## src/rtl/lookup_table_reload_ctrl_if.sv

```systemverilog
// rtl/lookup_table_reload_ctrl_if.sv - stream and control bundle for the lookup table reload sequencer
interface lookup_table_reload_ctrl_if #(
  parameter int TDATA_WIDTH   = 32,
  parameter int ADDRESS_WIDTH = 8
);
  logic [ADDRESS_WIDTH-1:0] sym_in_tdata;
  logic                     sym_in_tvalid;
  logic                     sym_in_tlast;
  logic                     sym_in_tready;
  logic [ADDRESS_WIDTH-1:0] lut_in_tdata;
  logic                     lut_in_tvalid;
  logic                     lut_in_tlast;
  logic                     lut_in_tready;
  logic                     lut_out_tvalid;
  logic                     lut_out_tready;
  logic [TDATA_WIDTH-1:0]   cfg_in_tdata;
  logic                     cfg_in_tvalid;
  logic                     cfg_in_tlast;
  logic                     cfg_in_tready;
  logic [TDATA_WIDTH-1:0]   lut_load_tdata;
  logic                     lut_load_tvalid;
  logic                     lut_load_tlast;
  logic                     lut_load_tready;
  logic                     reload_req;
  logic                     reload_busy;
  logic                     reload_done;
  logic                     load_error;

  modport slave (
    input  sym_in_tdata, sym_in_tvalid, sym_in_tlast,
    output sym_in_tready,
    output lut_in_tdata, lut_in_tvalid, lut_in_tlast,
    input  lut_in_tready, lut_out_tvalid, lut_out_tready,
    input  cfg_in_tdata, cfg_in_tvalid, cfg_in_tlast,
    output cfg_in_tready,
    output lut_load_tdata, lut_load_tvalid, lut_load_tlast,
    input  lut_load_tready, reload_req,
    output reload_busy, reload_done, load_error
  );

  modport master (
    output sym_in_tdata, sym_in_tvalid, sym_in_tlast,
    input  sym_in_tready,
    input  lut_in_tdata, lut_in_tvalid, lut_in_tlast,
    output lut_in_tready, lut_out_tvalid, lut_out_tready,
    output cfg_in_tdata, cfg_in_tvalid, cfg_in_tlast,
    input  cfg_in_tready,
    input  lut_load_tdata, lut_load_tvalid, lut_load_tlast,
    output lut_load_tready, reload_req,
    input  reload_busy, reload_done, load_error
  );
endinterface

```

## src/rtl/lookup_table_reload_ctrl.sv

```systemverilog
// rtl/lookup_table_reload_ctrl.sv - sequences run-time reloads of the lookup table RAM
module lookup_table_reload_ctrl #(
  parameter int TDATA_WIDTH   = 32,
  parameter int ADDRESS_WIDTH = 8,
  parameter int TABLE_DEPTH   = 256,
  parameter int FRAME_ALIGN   = 1
) (
  input logic                     aclk,
  input logic                     aresetn,
  lookup_table_reload_ctrl_if.slave bus
);

  typedef enum logic [2:0] {
    S_RUN        = 3'd0,
    S_WAIT_FRAME = 3'd1,
    S_DRAIN      = 3'd2,
    S_LOAD       = 3'd3,
    S_DONE       = 3'd4
  } state_t;

  localparam logic [ADDRESS_WIDTH-1:0] LAST_WORD = ADDRESS_WIDTH'(TABLE_DEPTH - 1);

  state_t                   r_state;
  state_t                   w_next;
  logic [1:0]               r_outstanding;
  logic [ADDRESS_WIDTH-1:0] r_word_cnt;
  logic                     r_load_error;

  logic                     w_pass;
  logic                     w_lut_in_fire;
  logic                     w_lut_out_fire;
  logic                     w_load_fire;
  logic                     w_last_word;
  logic                     w_load_tlast;
  logic [TDATA_WIDTH-1:0]   w_load_data;

  // Pass-through is gated by aresetn so every tvalid reads 0 while reset is held.
  assign w_pass         = aresetn && (r_state == S_RUN || r_state == S_WAIT_FRAME);
  assign w_lut_in_fire  = w_pass && bus.sym_in_tvalid && bus.lut_in_tready;
  assign w_lut_out_fire = bus.lut_out_tvalid && bus.lut_out_tready;
  assign w_load_fire    = (r_state == S_LOAD) && bus.cfg_in_tvalid && bus.lut_load_tready;
  assign w_last_word    = (r_word_cnt == LAST_WORD);
  assign w_load_tlast   = w_last_word || bus.cfg_in_tlast;
  assign w_load_data    = bus.cfg_in_tdata;

  always_comb begin
    w_next              = r_state;
    bus.lut_in_tdata    = bus.sym_in_tdata;
    bus.lut_in_tvalid   = 1'b0;
    bus.lut_in_tlast    = 1'b0;
    bus.sym_in_tready   = 1'b0;
    bus.lut_load_tdata  = w_load_data;
    bus.lut_load_tvalid = 1'b0;
    bus.lut_load_tlast  = 1'b0;
    bus.cfg_in_tready   = 1'b0;

    if (w_pass) begin
      bus.lut_in_tvalid = bus.sym_in_tvalid;
      bus.lut_in_tlast  = bus.sym_in_tlast;
      bus.sym_in_tready = bus.lut_in_tready;
    end

    if (r_state == S_LOAD) begin
      bus.lut_load_tvalid = bus.cfg_in_tvalid;
      bus.lut_load_tlast  = w_load_tlast;
      bus.cfg_in_tready   = bus.lut_load_tready;
    end

    case (r_state)
      S_RUN: begin
        if (bus.reload_req) w_next = (FRAME_ALIGN != 0) ? S_WAIT_FRAME : S_DRAIN;
      end
      S_WAIT_FRAME: begin
        if (w_lut_in_fire && bus.sym_in_tlast) w_next = S_DRAIN;
      end
      S_DRAIN: begin
        if (r_outstanding == 2'd0) w_next = S_LOAD;
      end
      S_LOAD: begin
        if (w_load_fire && w_load_tlast) w_next = S_DONE;
      end
      S_DONE:  w_next = S_RUN;
      default: w_next = S_RUN;
    endcase
  end

  always_ff @(posedge aclk or negedge aresetn) begin
    if (!aresetn) begin
      r_state       <= S_RUN;
      r_outstanding <= 2'd0;
      r_word_cnt    <= '0;
      r_load_error  <= 1'b0;
    end else begin
      r_state <= w_next;

      case ({w_lut_in_fire, w_lut_out_fire})
        2'b10:   r_outstanding <= r_outstanding + 2'd1;
        2'b01:   r_outstanding <= r_outstanding - 2'd1;
        default: r_outstanding <= r_outstanding;
      endcase

      if (r_state == S_DONE) r_word_cnt <= '0;
      else if (w_load_fire)  r_word_cnt <= r_word_cnt + 1'b1;

      // Source tlast must coincide exactly with the final table word.
      if (r_state == S_RUN && bus.reload_req) r_load_error <= 1'b0;
      else if (w_load_fire && (bus.cfg_in_tlast != w_last_word)) r_load_error <= 1'b1;
    end
  end

  assign bus.reload_busy = (r_state != S_RUN);
  assign bus.reload_done = (r_state == S_DONE);
  assign bus.load_error  = r_load_error;

endmodule

```

## src/flat_wrapper.sv

```systemverilog
// flat-port wrapper written by rule: the top's interface ports become plain ports
module lookup_table_reload_ctrl_flat 
#(
  parameter int TDATA_WIDTH   = 32,
  parameter int ADDRESS_WIDTH = 8,
  parameter int TABLE_DEPTH   = 256,
  parameter int FRAME_ALIGN   = 1
)
  (aclk, aresetn, bus_sym_in_tdata, bus_sym_in_tvalid, bus_sym_in_tlast, bus_sym_in_tready, bus_lut_in_tdata, bus_lut_in_tvalid, bus_lut_in_tlast, bus_lut_in_tready, bus_lut_out_tvalid, bus_lut_out_tready, bus_cfg_in_tdata, bus_cfg_in_tvalid, bus_cfg_in_tlast, bus_cfg_in_tready, bus_lut_load_tdata, bus_lut_load_tvalid, bus_lut_load_tlast, bus_lut_load_tready, bus_reload_req, bus_reload_busy, bus_reload_done, bus_load_error);
  lookup_table_reload_ctrl_if #(.TDATA_WIDTH(TDATA_WIDTH), .ADDRESS_WIDTH(ADDRESS_WIDTH)) bus_i ();
  input logic aclk;
  input logic aresetn;
  input wire logic [$bits(bus_i.sym_in_tdata)-1:0] bus_sym_in_tdata;
  input wire logic [$bits(bus_i.sym_in_tvalid)-1:0] bus_sym_in_tvalid;
  input wire logic [$bits(bus_i.sym_in_tlast)-1:0] bus_sym_in_tlast;
  output wire logic [$bits(bus_i.sym_in_tready)-1:0] bus_sym_in_tready;
  output wire logic [$bits(bus_i.lut_in_tdata)-1:0] bus_lut_in_tdata;
  output wire logic [$bits(bus_i.lut_in_tvalid)-1:0] bus_lut_in_tvalid;
  output wire logic [$bits(bus_i.lut_in_tlast)-1:0] bus_lut_in_tlast;
  input wire logic [$bits(bus_i.lut_in_tready)-1:0] bus_lut_in_tready;
  input wire logic [$bits(bus_i.lut_out_tvalid)-1:0] bus_lut_out_tvalid;
  input wire logic [$bits(bus_i.lut_out_tready)-1:0] bus_lut_out_tready;
  input wire logic [$bits(bus_i.cfg_in_tdata)-1:0] bus_cfg_in_tdata;
  input wire logic [$bits(bus_i.cfg_in_tvalid)-1:0] bus_cfg_in_tvalid;
  input wire logic [$bits(bus_i.cfg_in_tlast)-1:0] bus_cfg_in_tlast;
  output wire logic [$bits(bus_i.cfg_in_tready)-1:0] bus_cfg_in_tready;
  output wire logic [$bits(bus_i.lut_load_tdata)-1:0] bus_lut_load_tdata;
  output wire logic [$bits(bus_i.lut_load_tvalid)-1:0] bus_lut_load_tvalid;
  output wire logic [$bits(bus_i.lut_load_tlast)-1:0] bus_lut_load_tlast;
  input wire logic [$bits(bus_i.lut_load_tready)-1:0] bus_lut_load_tready;
  input wire logic [$bits(bus_i.reload_req)-1:0] bus_reload_req;
  output wire logic [$bits(bus_i.reload_busy)-1:0] bus_reload_busy;
  output wire logic [$bits(bus_i.reload_done)-1:0] bus_reload_done;
  output wire logic [$bits(bus_i.load_error)-1:0] bus_load_error;
  assign bus_i.sym_in_tdata = bus_sym_in_tdata;
  assign bus_i.sym_in_tvalid = bus_sym_in_tvalid;
  assign bus_i.sym_in_tlast = bus_sym_in_tlast;
  assign bus_sym_in_tready = bus_i.sym_in_tready;
  assign bus_lut_in_tdata = bus_i.lut_in_tdata;
  assign bus_lut_in_tvalid = bus_i.lut_in_tvalid;
  assign bus_lut_in_tlast = bus_i.lut_in_tlast;
  assign bus_i.lut_in_tready = bus_lut_in_tready;
  assign bus_i.lut_out_tvalid = bus_lut_out_tvalid;
  assign bus_i.lut_out_tready = bus_lut_out_tready;
  assign bus_i.cfg_in_tdata = bus_cfg_in_tdata;
  assign bus_i.cfg_in_tvalid = bus_cfg_in_tvalid;
  assign bus_i.cfg_in_tlast = bus_cfg_in_tlast;
  assign bus_cfg_in_tready = bus_i.cfg_in_tready;
  assign bus_lut_load_tdata = bus_i.lut_load_tdata;
  assign bus_lut_load_tvalid = bus_i.lut_load_tvalid;
  assign bus_lut_load_tlast = bus_i.lut_load_tlast;
  assign bus_i.lut_load_tready = bus_lut_load_tready;
  assign bus_i.reload_req = bus_reload_req;
  assign bus_reload_busy = bus_i.reload_busy;
  assign bus_reload_done = bus_i.reload_done;
  assign bus_load_error = bus_i.load_error;
  lookup_table_reload_ctrl #(.TDATA_WIDTH(TDATA_WIDTH), .ADDRESS_WIDTH(ADDRESS_WIDTH), .TABLE_DEPTH(TABLE_DEPTH), .FRAME_ALIGN(FRAME_ALIGN)) u_core (.aclk(aclk), .aresetn(aresetn), .bus(bus_i));
endmodule
```

## config.mk

```make
export PLATFORM = sky130hd
export DESIGN_NAME = lookup_table_reload_ctrl_flat
export DESIGN_NICKNAME = d
export VERILOG_FILES = /design/src/rtl/lookup_table_reload_ctrl_if.sv /design/src/rtl/lookup_table_reload_ctrl.sv /design/src/flat_wrapper.sv
export SDC_FILE = /design/constraint.sdc
export NUM_CORES = 1
export LEC_CHECK = 0
export BUFFER_PORTS_ARGS = -buffer_cell sky130_fd_sc_hd__buf_4
export CELL_PAD_IN_SITES_DETAIL_PLACEMENT = 0
export CELL_PAD_IN_SITES_GLOBAL_PLACEMENT = 1
export CORE_MARGIN = 2
export CORE_UTILIZATION = 25
export DETAILED_ROUTE_END_ITERATION = 10
export PLACE_DENSITY = 0.86
export REMOVE_ABC_BUFFERS = 1
export SLEW_MARGIN = 20
export SYNTH_ARGS = -nofsm -noshare
export SYNTH_HDL_FRONTEND = slang
export SYNTH_SLANG_ARGS = --single-unit
```

## constraint.sdc

```tcl
create_clock -name aclk -period 1.79 [get_ports aclk]
set_clock_uncertainty 0.05 [all_clocks]
set_input_delay 0.179 -clock aclk [delete_from_list [all_inputs] [get_ports aclk]]
set_output_delay 0.179 -clock aclk [all_outputs]
set_load 0.01 [all_outputs]
```

---- After elaboration in Yosys (flattened, before gate mapping) ----
Cells that the tools add are included.
operators by class
  mux-type cells .......................... 16
  reduce and logical (&&, ||, !) cells .... 19
  $add $sub $neg .......................... 3
  eq/ne operators ......................... 12
operators with widths
  operator             count
  $mux 8               2
  $mux 3               4
  $pmux 3 s4           1
  $logic_and 1x1->1    10
  $add 8x1->8 const B  1
  $eq 8x8->1 const B   1
  $mux 1               8
  $eq 3x2->1 const B   2
  $ne 2x2->1 const B   3
  $reduce_bool 2->1    3
  $pmux 2 s2           1
  $reduce_and 4->1     1
  $eq 3x1->1 const B   1
  $eq 3x3->1 const B   1
  $logic_not 3->1      1
  $reduce_bool 3->1    1
  $add 2x1->2 const B  1
  $eq 2x1->1 const B   1
  $eq 2x2->1 const B   1
  $logic_not 2->1      1
  $logic_or 1x1->1     2
  $ne 2x1->1 const B   1
  $sub 2x1->2 const B  1
  $ne 1x1->1           1
word-level totals
  register bits ........................... 14
  output and inout bits ................... 49

---- Logic depth before layout (Yosys ltp) ----
Gate-level depths: netlist (run 1).
  depth in word-level cells ............... 8
  depth in mapped cells ................... 7

---- Worst setup path before layout (run 1) ----
Ideal clock, no wire load.
  path kind ............................... register to register
  start ................................... register u_core.r_state[1]
  end ..................................... register u_core.r_word_cnt[4]
  path slack .............................. 0.309 ns
  required time ........................... 1.610 ns
  period minus slack after synthesis ...... 1.481 ns
  cell stages (with the launch flop) ...... 6
  arrival time ............................ 1.301 ns
  buffers on the path ..................... 2
  cell sequence ........................... dfrtp_1 buf_4 or3b_2 buf_2 inv_1 a21oi_1
on the way
  elaborated cells between the ends (all ways) .. 6
  those cells by class .................... eq/ne (2); mux (1); reduce/logical (3)
RTL lines
  what                                                RTL line                         source
  from (decl)                                         lookup_table_reload_ctrl.sv:23   state_t r_state;
  from (signal assigned)                              lookup_table_reload_ctrl.sv:94   r_state <= w_next;
  $eq 3x3->1 (*)                                      --
  named net bus_reload_done                           flat_wrapper.sv:33               output wire logic [$bits(bus_i.reload_done)-1:0] bus_reload_done;
  $mux 8 / $reduce_bool 2->1 (equally long branches)  --
  to (signal assigned)                                lookup_table_reload_ctrl.sv:103  else if (w_load_fire) r_word_cnt <= r_word_cnt + 1'b1;
  to (decl)                                           lookup_table_reload_ctrl.sv:26   logic [ADDRESS_WIDTH-1:0] r_word_cnt;
Mark *: on every way through the listed nets, which the timed path passes. The rest lies on a longest branch.
A chain may end at the register's enable or synchronous reset.

---- Worst setup path after layout (run 1) ----
  start ................................... register u_core.r_state[1]
  end ..................................... output port bus_reload_done
on the way
  longest elaborated chain between the ends .. 1
RTL lines
  what        RTL line                         source
  $eq 3x3->1  lookup_table_reload_ctrl.sv:112  assign bus.reload_done = (r_state == S_DONE);
  to (decl)   flat_wrapper.sv:33
No other way between the ends.

==> results of run 1 <==
==> layout make-up <==
type                            count  area share, %
Tap cell                           52           5.81
Sequential cell                    14           31.4
Clock buffer                        4           4.92
Multi-Input combinational cell     66           39.6
Timing Repair Buffer               23           15.6
Inverter                            8           2.68
==> power groups by stage <==
stage	Sequential, mW	Combinational (mW)	Clock, mW
CTS	0.602	0.499	0.315
finish	0.605	0.530	0.308
detailed placement	0.603	0.495	0
global route	0.630	0.596	0.338
global placement	0.599	0.491	0
floorplan	0.570	0.328	0
==> synthesized netlist by cell type (3+ instances only) <==
cell type / n / area [um2]
sky130_fd_sc_hd__nand3_1: 3 / 15.0
sky130_fd_sc_hd__mux2i_1: 4 / 40.0
sky130_fd_sc_hd__and3_1: 3 / 18.8
sky130_fd_sc_hd__nor3_1: 3 / 15.0
sky130_fd_sc_hd__a21oi_1: 4 / 20.0
sky130_fd_sc_hd__inv_1: 8 / 30.0
sky130_fd_sc_hd__nand2_1: 7 / 26.3
sky130_fd_sc_hd__buf_4: 41 / 308
sky130_fd_sc_hd__o31ai_1: 4 / 30.0
sky130_fd_sc_hd__dfrtp_1: 14 / 350
sky130_fd_sc_hd__nor2_1: 9 / 33.8
sky130_fd_sc_hd__nand4_1: 4 / 25.0
sky130_fd_sc_hd__ha_1: 3 / 37.5
sky130_fd_sc_hd__or3_1: 3 / 18.8
==> worst max-delay path, stage by stage, from the launching register on <==
cell	delay, ps
sky130_fd_sc_hd__dfrtp_2	480
sky130_fd_sc_hd__or3b_2	510
sky130_fd_sc_hd__inv_2	120
sky130_fd_sc_hd__buf_4	130
==> path summary, 6_finish.rpt <==
kind                                                      from                                   to  slack (ps)
setup / recovery                 u_core.r_state[1]$_DFFE_PN0P_                      bus_reload_done          80
hold / removal                                  bus_reload_req    u_core.bus.load_error$_DFFE_PN0P_         250
setup reg to reg                 u_core.r_state[2]$_DFFE_PN0P_     u_core.r_word_cnt[6]$_DFFE_PN0P_         240
hold reg to reg            u_core.r_outstanding[1]$_DFFE_PN0P_  u_core.r_outstanding[1]$_DFFE_PN0P_         420
max in group asynchronous                              aresetn        u_core.r_state[1]$_DFFE_PN0P_        1200
min in group asynchronous                              aresetn  u_core.r_outstanding[1]$_DFFE_PN0P_         280
==> cell families after synthesis <==
logic type / Yosys count
compound gates: 14
mux: 4
fa+ha+maj: 3
flops: 14
simple gates: 42
xor+xnor: 3
buf+inv: 51
==> routing by layer <==
layer,track usage (%),share of wire (%)
met1,19.1,41
met2,11.9,30
met3,17.0,26
met4,5.45,1.5
met5,7.07,1.1
==> placed cells by master (no fill, tap or decap), types with 2 or more instances in the layout <==
cell type,n
sky130_fd_sc_hd__a211oi_1,2
sky130_fd_sc_hd__a21oi_1,4
sky130_fd_sc_hd__and3_1,3
sky130_fd_sc_hd__buf_4,22
sky130_fd_sc_hd__clkbuf_8,4
sky130_fd_sc_hd__dfrtp_1,13
sky130_fd_sc_hd__ha_1,3
sky130_fd_sc_hd__inv_1,7
sky130_fd_sc_hd__mux2i_1,4
sky130_fd_sc_hd__nand2_1,7
sky130_fd_sc_hd__nand3_1,2
sky130_fd_sc_hd__nand4_1,4
sky130_fd_sc_hd__nor2_1,9
sky130_fd_sc_hd__nor3_1,3
sky130_fd_sc_hd__o21ai_0,2
sky130_fd_sc_hd__o31ai_1,4
sky130_fd_sc_hd__or3_1,3
sky130_fd_sc_hd__or4_1,2
sky130_fd_sc_hd__xnor2_1,2
==> flip-flops by register name, indices dropped and copies added, names as in the netlist <==
| name | count |
|---|---|
| u_core.r_word_cnt | 8 |
| u_core.r_state | 3 |
| u_core.r_outstanding | 2 |
| u_core.bus.load_error | 1 |
==> repair_timing <==
| item | CTS | global route |
|---|---|---|
| hold buffers | 1 | 0 |
| setup endpoints to repair | 1 | 2 |
| setup buffers | 0 | 2 |
| pin swaps | 0 | 0 |
| hold endpoints to repair | 14 | 0 |
| resized for setup | 1 | 2 |
==> stage by stage <==
step	instances	power [mW]	hold slack [ps]	instance area (um2)
6_report	167	1.44	248	1120
3_3_place_gp	160	1.09	4.99	1030
5_1_grt	167	1.56	262	1120
4_1_cts	165	1.42	241	1100
3_5_place_dp	160	1.10	8.00	1030
2_1_floorplan	88	0.898	-167	818
==> reports/results.txt, run 1 <==
The flow ran to the end, and the final reports show no timing, DRC or antenna violations. The dominant combinational cell family by area after synthesis is buffers and inverters. In this run the remaining antenna-violating nets after routing total 0. A synthesized cell averages 8.67 um2. Setup repair after global routing left no endpoint under its margin. The tools report the number of pins with negative max-slew slack in the final report as 0. TritonCTS built the clock tree. Among all flip-flop cells after synthesis, the most frequent one is sky130_fd_sc_hd__dfrtp_1. Ratio of total power to cell area: 1290 mW/mm2. STA classifies the critical path endpoint as an output pin. The H-tree depth came out at 1. VDD sags by at most 0.281 mV.

For this configuration, the core starts out at a cell density of 26.1%. The worst pin sits at a relative slew slack of 72.2%. The share of synthesized cell area in full adder, half adder and majority cells is 3.30%, and the portion of netlist area occupied by mux cells is 3.52%. Sequential cells burn 42.0% of the power. The tool flagged a number of max-cap violations equal to 0.

The repair_antennas step left the layout with diodes totalling 0. Of the synthesized area, sequential elements account for 30.8%. Entering global routing, the biggest net connects 20 pins. After detailed routing, the average wire length per cell comes to 22.0 um. Element type at the critical path start: a register. The part of the total power dissipated in combinational logic came out at 36.7%. The tools report the total clock sinks as 14.

At the worst endpoint, the arrival time is 1490 ps. The maximum clock insertion buffer count is 2. At the end of routability-driven placement, the weighted congestion stood at 0.738. By startpoint and endpoint, the worst setup path is classified as reg2out. For the total die area, the log shows 0.00510 mm2. The setup slack after layout came out at 75.2 ps. After detailed routing, the total wire length is 3680 um. Cell depth of the worst flop-to-flop path: 3. In the final layout, flip-flops and latches occupy 352 um2. The aggregate global-route resource usage is 14.4%.

Setup violations remaining at the end of the flow were counted as 0. Static leakage: 0.504 nW. After synthesis, the share of flip-flops with an asynchronous set or reset is 100%. Floorplan die width: 71.4 um.

Counting the buffers created by CTS gives 3. The die is 71.4 um tall. For the pin with the worst max-slew slack, the measured transition is 413 ps. The number of ports placed on the die boundary is 100, and the distinct cell type count of the synthesized netlist is 30. The Yosys step of the flow raised 0 warnings.

Summing all multi-input logic gate instances after layout gives 443 um2. Fraction of power consumed by the clock network: 21.3%. The region available for standard cell placement spans 0.00435 mm2. The share of the clock period used by the worst path after layout was 95.8%; the number of enable-type register cells in the synthesized netlist was 0. The share of final-layout standard cells stronger than drive strength 1 came out at 28.7%. The cell count after synthesis came out at 131. The timing-limited maximum frequency was 0.583 GHz.

The switching part of the total power came out at 37.3%. In the final design database the tool counted 170 nets. The data required time of the critical path was 1560 ps; the biggest fanout along the worst timing path was 10. Port buffer count: 19. Global routing finished with a remaining overflow of 0.

The synthesized-area fraction occupied by xor and xnor cells is 2.31%, and the simple-gate area share of the yosys netlist is 21.3%. The pre-antenna-repair detailed-routing pass consisted of 4 iterations. In this run the core area contains 24 standard-cell rows.

The wire length of the first global-routing pass came out at 5030 um. The worst hold path belongs to the class in2reg. The mapped netlist covers 0.00114 mm2.

The post-route DRC violation count is 0. The detail-routed via count per cell is 4.87, and the clock period minus final worst setup slack is 1710 ps. The net switching component of the power is 0.538 mW.

For the clock latency reported for the late side of the worst-skew pair, the log shows 240 ps. Summing over every cut layer, the via total after detailed routing is 814. The area growth from synthesis to final layout came out at -1.43%. The tools report the number of antenna violations at the first check in global routing as 0.

The complex-gate fraction of the synthesized area came out at 8.15%. The run gives 222 ps as the worst slack after detailed placement. The final core area utilization is 25.7%, and the post-synthesis sequential element count is 14.

After filler insertion, the fill cell instance count of the layout stands at 461. Setup total negative slack on the finished layout was measured at 0 ps. The tools report the root cell of the clock tree as sky130_fd_sc_hd__clkbuf_8. For the via count of the first global-routing pass, the log shows 740. The number of hold-slack violations in the final timing report is 0. The number of cells on the worst hold path works out to 3. The cell-internal power was 0.905 mW; the clock slew seen by the registers of the worst setup and hold paths was 60 ps. For this block, the initial DRC count from the detailed router was 82. The tools report the estimated wirelength of the detail-placed design as 2950 um.
(Power assumes the default switching activity.)
==> inputs of run 2 (changes only) <==
--- a/config.mk
+++ b/config.mk
@@ -11,6 +11,7 @@
 export CORE_MARGIN = 2
 export CORE_UTILIZATION = 25
 export DETAILED_ROUTE_END_ITERATION = 10
+export MAX_ROUTING_LAYER = met4
 export PLACE_DENSITY = 0.86
 export REMOVE_ABC_BUFFERS = 1
 export SLEW_MARGIN = 20
==> run 2 against run 1 <==
Against the previous run: utilization stayed put; hold slack hardly changed; sequential share of layout area stayed put; first-iteration DRC count is 11% lower; flip-flop and latch count stayed put; global-route usage is 0.37 points higher; cell count stayed put; routed wire length is 0.52% lower; sequential power hardly changed; register-to-register slack hardly changed; via count is 1.4% higher; count of clock-buffer cells in the layout stayed put; largest cell class unchanged; highest routed layer is now met4.
==> reports/results.txt, run 2 (same netlist as run 1, synthesis figures left out) <==
The global placement routability congestion is 0.748. Along the worst hold path, the cell count comes to 3. The die covers 0.00510 mm2. Input and output buffers added on the ports amount to 19.

Summed over all layers, the routed wires come to 3660 um. The cell area after placement is 0.00103 mm2, and the total negative slack is 0 ps. The aggregate global-route resource usage was 14.7%; the reg2reg setup slack was 240 ps. Counting the fill cells in the layout gives 461. Prior to clock tree synthesis, the placed netlist has a worst setup slack of 222 ps. The repair_antennas step left the layout with diodes totalling 0. The run gives 167 as the count of non-filler cells in the finished layout.

Measured along the y axis, the die boundary spans 71.4 um. The post-layout instance area came out at 0.00112 mm2. The tools report the number of nets in the final layout as 170. u_core.r_word_cnt holds more flip-flops than any other register. The number of hold-slack violations in the final timing report is 0, and the clock slew seen by the registers of the worst setup and hold paths is 60 ps. The share of final-layout standard cells stronger than drive strength 1 is 28.7%, and the via count of the first global-routing pass is 741. The core region is 0.00435 mm2. The setup path with the least slack is of type reg2out. For this design the static power due to leakage is 0.504 nW.

The tools report the start point of the worst min-delay path as bus_reload_req. The number of antenna violations at the first check in global routing came out at 0. After detailed routing, the average wire length per cell comes to 21.9 um. The library cells used most frequently in the layout, excluding fill and tap cells, are sky130_fd_sc_hd__buf_4, sky130_fd_sc_hd__dfrtp_1, sky130_fd_sc_hd__nor2_1. Counting I/O delays and the setup requirement, the final critical path takes 1720 ps.

The logs give 73 for the violation count after the first detailed-route iteration and 4 for the number of detailed-route iterations in the first pass. The wire length of the first global-routing pass was 5030 um. Root cell of the clock tree: sky130_fd_sc_hd__clkbuf_8.

For the number of pins with negative max-slew slack in the final report, the log shows 0. The run gives 72.2% as the worst slew margin relative to its limit. At the pin with the least slew margin, the transition time is 413 ps. The flow ran to the end, and the final reports show no timing, DRC or antenna violations. STA puts the critical path data required time at 1560 ps. For this run, the share of the core covered by cells in the final layout is 25.7%. In the post-route analysis, the smallest setup slack over all paths is 74.3 ps. The run gives 0.281 mV as the peak supply drop.

The most frequent standard cell in the layout excluding fill and tap cells is sky130_fd_sc_hd__buf_4. The worst setup path is launched from a register. Entering global routing, the biggest net connects 20 pins. For this run the aggregate overflow at the end of global routing stands at 0. The worst register-to-register path has a depth of 5.

Floorplan die width: 71.4 um. Across the run, the number of max-cap violations was 0. Across all layers, the routed design uses 825 vias. The share of the clock period used by the worst path after layout works out to 95.8%. The final-layout worst hold slack was 248 ps; the post-route DRC violation count was 0.

The logs give 240 ps for the clock latency reported for the late side of the worst-skew pair and 1.44 mW for the total power. The run gives 1490 ps as the arrival time at the worst endpoint. The critical path capture point type was an output pin. In the routed layout, each cell is associated on average with a via count of 4.94. Once the floorplan was initialized, standard cells occupied 26.1% of the core. The largest registers in the layout are u_core.r_word_cnt: 8 flops, u_core.r_state: 3 flops, u_core.r_outstanding: 2 flops.

The path class of the tightest hold or removal check is in2reg. The run gives 1 as the H-tree depth. The tools report the number of buffers inserted during clock tree synthesis as 3. Setup violations remaining at the end of the flow were counted as 0.

In this run the deepest clock path goes through 2 buffers. The tools report the total clock sinks as 14. Once detail routing completed, the nets flagged for antenna violations numbered 0.

The area growth from synthesis to layout is -1.43%. Of all nets on the critical path, the largest fanout is 10. The cell count after placement is 160. The estimated wirelength of the detail-placed design was 2950 um; the flip-flop count of the largest register, all copies and words added was 8. The endpoint identified for the worst register-to-register timing path is u_core.r_outstanding[1]$_DFFE_PN0P_. For hold timing, the worst endpoint is u_core.bus.load_error$_DFFE_PN0P_. The worst register-to-register path begins at u_core.r_state[1]$_DFFE_PN0P_. Power spread over the standard cell area amounts to 1290 mW/mm2. Setup repair after global routing left no endpoint under its margin. For this run, the top clock speed supported by timing is 0.583 GHz. The number of ports placed on the die boundary was 100; the number of cell rows was 24. TritonCTS built the clock tree.
-- run 2: cell counts in the layout (fill, tap and decap cells not counted) --
No cell type changed its count.
-- run 2: critical path, stage by stage (launching register included) --
cell                      delay [ps]
sky130_fd_sc_hd__dfrtp_2         480
sky130_fd_sc_hd__or3b_2          510
sky130_fd_sc_hd__inv_2           120
sky130_fd_sc_hd__buf_4           130
-- run 2: how the worst max path moves through the flow --
stage / startpoint / end
after floorplan: u_core.r_word_cnt[2]$_DFFE_PN0P_ / u_core.bus.load_error$_DFFE_PN0P_
after global placement: u_core.r_state[1]$_DFFE_PN0P_ / u_core.r_word_cnt[6]$_DFFE_PN0P_
after detailed placement: u_core.r_state[1]$_DFFE_PN0P_ / u_core.r_word_cnt[6]$_DFFE_PN0P_
after CTS: u_core.r_state[1]$_DFFE_PN0P_ / bus_reload_done
after global routing: u_core.r_word_cnt[2]$_DFFE_PN0P_ / bus_lut_load_tlast
final: u_core.r_state[1]$_DFFE_PN0P_ / bus_reload_done
-- run 2: area by class of cell --
cell class	instances	area [um2]	share of cell area (%)
flip-flops and latches	14	352	31.4
inverters	8	30.0	2.68
well taps	52	65.1	5.81
clock buffers	4	55.1	4.92
multi-input cells	66	443	39.6
repair buffers	23	175	15.6
-- run 2: repair_timing --
action	CTS	global route
setup endpoints to repair	1	2
resized for setup	1	2
hold buffers	1	0
setup buffers	0	2
hold endpoints to repair	14	0
cloned	0	0
-- run 2: per-layer routing --
metal | vias up | routed length (um) | GRT usage [%]
met3 | 4 | 918 | 16.9
met4 | 0 | 43 | 5.03
met2 | 75 | 1100 | 11.9
met1 | 372 | 1600 | 19.8
met5 | - | 0 | -
li1 | 374 | - | -
-- run 2: report_power, final --
group          internal, mW  switching [mW]
sequential            0.444           0.161
combinational         0.266           0.263
clock                 0.195           0.113
